[config.mk]
export PLATFORM = sky130hd
export DESIGN_NAME = arb_32b_to_8b_ctrl
export DESIGN_NICKNAME = d
export VERILOG_FILES = /design/src/rtl/arb_32b_to_8b_ctrl.sv
export SDC_FILE = /design/constraint.sdc
export NUM_CORES = 1
export LEC_CHECK = 0
export ABC_AREA = 1
export BUFFER_PORTS_ARGS = -buffer_cell sky130_fd_sc_hd__buf_2
export CORE_MARGIN = 10
export CORE_UTILIZATION = 40
export DETAILED_ROUTE_END_ITERATION = 6
export HOLD_SLACK_MARGIN = 0.08
export PLACE_DENSITY = 0.73
export SYNTH_ARGS = -nofsm -noshare
export SYNTH_HDL_FRONTEND = slang
export SYNTH_SLANG_ARGS = --single-unit
[constraint.sdc]
create_clock -name clk -period 1.6 [get_ports clk]
set_clock_uncertainty 0.15 [all_clocks]
set_input_delay 0.32 -clock clk [delete_from_list [all_inputs] [get_ports clk]]
set_output_delay 0.32 -clock clk [all_outputs]
set_load 0.02 [all_outputs]
[src/rtl/arb_32b_to_8b_ctrl.sv]
// Two-requester round-robin arbiter that captures a 32-bit word
// and emits it as four bytes over a valid/ready lane.
//
// Ports:
//   clk, reset_L              clock, async active-low reset
//   req0_valid/data/ready     requester 0 word handshake
//   req1_valid/data/ready     requester 1 word handshake
//   out_valid/data/ready      8-bit output lane
//   grant                     requester whose word is in flight
//   busy                      high while bytes are being sent
module arb_32b_to_8b_ctrl #(
  parameter bit MSB_FIRST = 1'b1
) (
  input  logic        clk,
  input  logic        reset_L,
  input  logic        req0_valid,
  input  logic [31:0] req0_data,
  output logic        req0_ready,
  input  logic        req1_valid,
  input  logic [31:0] req1_data,
  output logic        req1_ready,
  output logic        out_valid,
  output logic [7:0]  out_data,
  input  logic        out_ready,
  output logic        grant,
  output logic        busy
);

  typedef enum logic {
    IDLE = 1'b0,
    SEND = 1'b1
  } state_t;

  state_t      state, state_nx;
  logic [31:0] word, word_nx;
  logic [1:0]  cnt, cnt_nx;
  logic        grant_nx;
  logic        last, last_nx;

  logic        idle;
  logic        sel;
  logic        acc;
  logic [1:0]  idx;

  assign idle = (state == IDLE);

  // On a tie the requester not served last wins.
  assign sel = (req0_valid & req1_valid) ? ~last : req1_valid;

  // Readies are forced low while reset is held.
  assign req0_ready = reset_L & idle & req0_valid & ~sel;
  assign req1_ready = reset_L & idle & req1_valid & sel;
  assign acc        = req0_ready | req1_ready;

  always_comb begin
    state_nx = state;
    word_nx  = word;
    cnt_nx   = cnt;
    grant_nx = grant;
    last_nx  = last;
    unique case (state)
      IDLE: begin
        if (acc) begin
          word_nx  = sel ? req1_data : req0_data;
          grant_nx = sel;
          last_nx  = sel;
          cnt_nx   = 2'd0;
          state_nx = SEND;
        end
      end
      SEND: begin
        if (out_ready) begin
          cnt_nx = cnt + 2'd1;
          if (cnt == 2'd3) begin
            state_nx = IDLE;
          end
        end
      end
      default: state_nx = IDLE;
    endcase
  end

  always_ff @(posedge clk or negedge reset_L) begin
    if (!reset_L) begin
      state <= IDLE;
      word  <= '0;
      cnt   <= '0;
      grant <= 1'b0;
      last  <= 1'b1;
    end else begin
      state <= state_nx;
      word  <= word_nx;
      cnt   <= cnt_nx;
      grant <= grant_nx;
      last  <= last_nx;
    end
  end

  // Byte 0 is the top byte when MSB_FIRST, so invert the index.
  assign idx = MSB_FIRST ? ~cnt : cnt;

  assign busy      = (state == SEND);
  assign out_valid = busy;
  assign out_data  = busy ? word[{idx, 3'b000} +: 8] : 8'h00;

endmodule

==> reports/metrics.cfg <==
[floorplan]
die_y_microns=95.7
die_area_sq_um=9150
start_util_pct=41.4
ios=82
core_sq_um=5540
rows=27
die-width_microns=95.7

[sta]
tightest_slew_ns=0.260
hold_viol_final=0
post-route-period-util_pct=120
timing.final.crit_period_ns=1.92
setup_viol=10
rsz0062_at_grt=yes
slew_headroom_pct=82.5
slew_viol_final=0
fmax_ghz=0.520
finalWorstSetupSlack_ns=-0.324

[placed_design]
dp_hpwl_microns=5680
post_dp_cell_area_sq_um=2870
dp_cells=492
numPortBuffers=81
place_congestion=0.875

[yosys]
synthArstFlopShare_pct=100
ys.warnings.count=0
synthFlopType=dfrtp_1
synth_cell_type_count=20
avgSynthCellArea_sq_um=6.74
syn-cell-area_sq_um=2290
synthTopCellsByArea=dfrtp_1 (39%), nand2_1 (23%), nand3_1 (14%)
synthCells=340
synth_seq_cells=37
synth_top_family_by_area=simple AND/OR/NAND/NOR gates
synth-xor-area-share_pct=0
netlist.top_cell.by_area=dfrtp_1
synth_compound_gate_area_share_pct=5.68
synth-simple-area-share_pct=44.8
synth_top_area_share_pct=39.3
synth_edf_count=0
synth_fp_nets=410
yosys.area_share.adder_pct=0.546
synth.yosys.seq_area_share_pct=40.5
synthMuxAreaShare_pct=0

[global_routing]
grt_use_total_pct=16.2
grt_pass1_wl_microns=11900
grt_max_degree=22
grt-ovfl-total=0
first_global_vias=2552
antenna_found_initial=0

[clock_network]
ctsRootBufferMaster=clkbuf_8
insertion_delay_ns=0.29
cts_buffers=5
clk_pin_slew_ns=0.08
clock_path_buffers=2
htree_num_levels=2
clock_sinks=37
cts_tree=built

[drt]
avgViaCountPerCell=5.02
drtAntennaViolNets=0
wire_per_inst_microns=14.6
drt_iter0_markers=157
num_vias=2551
drc_errors=0
wl_microns=7410
drt_pass1_iterations=4

[layout]
syn_to_final_growth_pct=40.6
mostFrequentLayoutCells=nand2_1 (138), buf_2 (71), nand3_1 (65), dfrtp_1 (35), nor2_1 (28)
drive_above_1_share_pct=33.7
final_cells=508
final_common_cell=nand2_1
antenna_cells=0
nNetsFinal=505
stdcell_area_sq_um=3220

[setup_path]
path_max_fanout=8
cp_common_cell=buf_6
crit_slowest_cell=dfrtp_2
arrival_ns=1.45
crit_type=register to output port
max_stage_delay_ns=0.44
crit_required_ns=1.13
crit_chain=buf_6 > buf_6 > nor2_4 > nor2_1 > o21ai_1 > a21oi_2 > buf_6
cp-start-kind=register
cp-end-kind=output port

[run]
cap_violations=0

[hold_path]
min_path_type=input pin to register

[power]
pwr_density_cell_nw_per_um2=1780
vdd_drop_max_mv=0.889
leakage_nw=1.78
power.total_w=0.00574

[outcome]
violations=negative setup slack
status=finished with violations

==> metrics by stage <==
| step | utilization (%) | setup WS (ns) | setup TNS (ns) | hold slack [ns] |
|---|---|---|---|---|
| detailed placement | 51.7 | -0.0104 | -0.0117 | 0.164 |
| floorplan | - | -0.0860 | -0.0860 | -0.126 |
| global placement | 51.7 | 0.0140 | 0 | 0.152 |
| finish | 58.1 | -0.324 | -2.41 | 0.154 |
| CTS | 56.7 | -0.288 | -2.31 | 0.155 |
| global route | 58.1 | -0.383 | -3.18 | 0.177 |
==> sequential cells by signal (all words and copies together) (netlist names) <==
| signal | cells |
|---|---|
| cnt | 2 |
| last | 1 |
| word | 32 |
| grant | 1 |
| busy | 1 |
==> cells by family after synthesis <==
group                      count (synthesis)
and+or+nand+nor                          244
DFF                                       37
buffers and inverters                     32
AOI/OAI and AO/OA                         26
adders and majority gates                  1
==> final cells by class <==
class,instances,area (sq um)
fillers,530,2320
multi-input cells,271,1260
flip-flops and latches,37,928
repair buffers,115,796
well taps,72,90.1
clock buffers,6,82.6
clock inverters,2,37.5
inverters,5,21.3
==> worst max-delay path: cells and delay by family, from the launching register on <==
kind	cells	cell delay, ns
buffers and inverters	3	0.38
AOI/OAI and AO/OA	2	0.23
DFF	1	0.44
and+or+nand+nor	2	0.10
==> path summary, 6_finish.rpt <==
| kind | startpoint | to | slack, ns | depth (start not counted) |
|---|---|---|---|---|
| worst max-delay path | cnt[0] | out_data[5] | -0.32 | 7 |
| worst min-delay path | req0_data[0] | word[0] | 0.15 | 5 |
| worst max register to register | last | word[23] | 0.06 | 7 |
| worst min register to register | grant | grant | 0.34 | 2 |
| max in group asynchronous | reset_L | word[10] | 0.56 | 3 |
| min in group asynchronous | reset_L | busy | 0.47 | 3 |
==> power by group <==
group | total [W] | internal [W] | switching, W
registers | 0.00172 | 0.00138 | 0.000348
clock network | 0.000846 | 0.000507 | 0.000339
logic | 0.00317 | 0.00142 | 0.00174
total | 0.00574 | 0.00331 | 0.00243
==> routing by layer <==
| layer | part of all wire [%] | track usage, % | up-vias |
|---|---|---|---|
| met5 | 0 | 0 | - |
| met1 | 42 | 20.2 | 1159 |
| li1 | - | - | 1287 |
| met4 | 2.1 | 3.56 | 0 |
| met3 | 6.0 | 3.93 | 18 |
| met2 | 50 | 27.4 | 87 |
==> synthesized netlist by cell type, types with 2 or more instances <==
master	count
buf_4	9
o21ai_0	16
nand4_1	2
nand3_1	65
buf_2	13
buf_6	3
nand2_1	138
inv_1	3
a21oi_1	10
nor2_1	33
nand2_2	3
inv_2	2
dfrtp_1	36
==> timing repair <==
| item | 4_1_cts | 5_1_grt |
|---|---|---|
| hold endpoints to repair | 37 | 0 |
| endpoints found under the setup margin | 10 | 26 |
| gates resized for setup | 36 | 23 |
| pin swaps | 9 | 9 |
| buffers inserted | 6 | 1 |
| hold buffers | 1 | 0 |
Note: power is estimated with default switching activity, not from simulation.
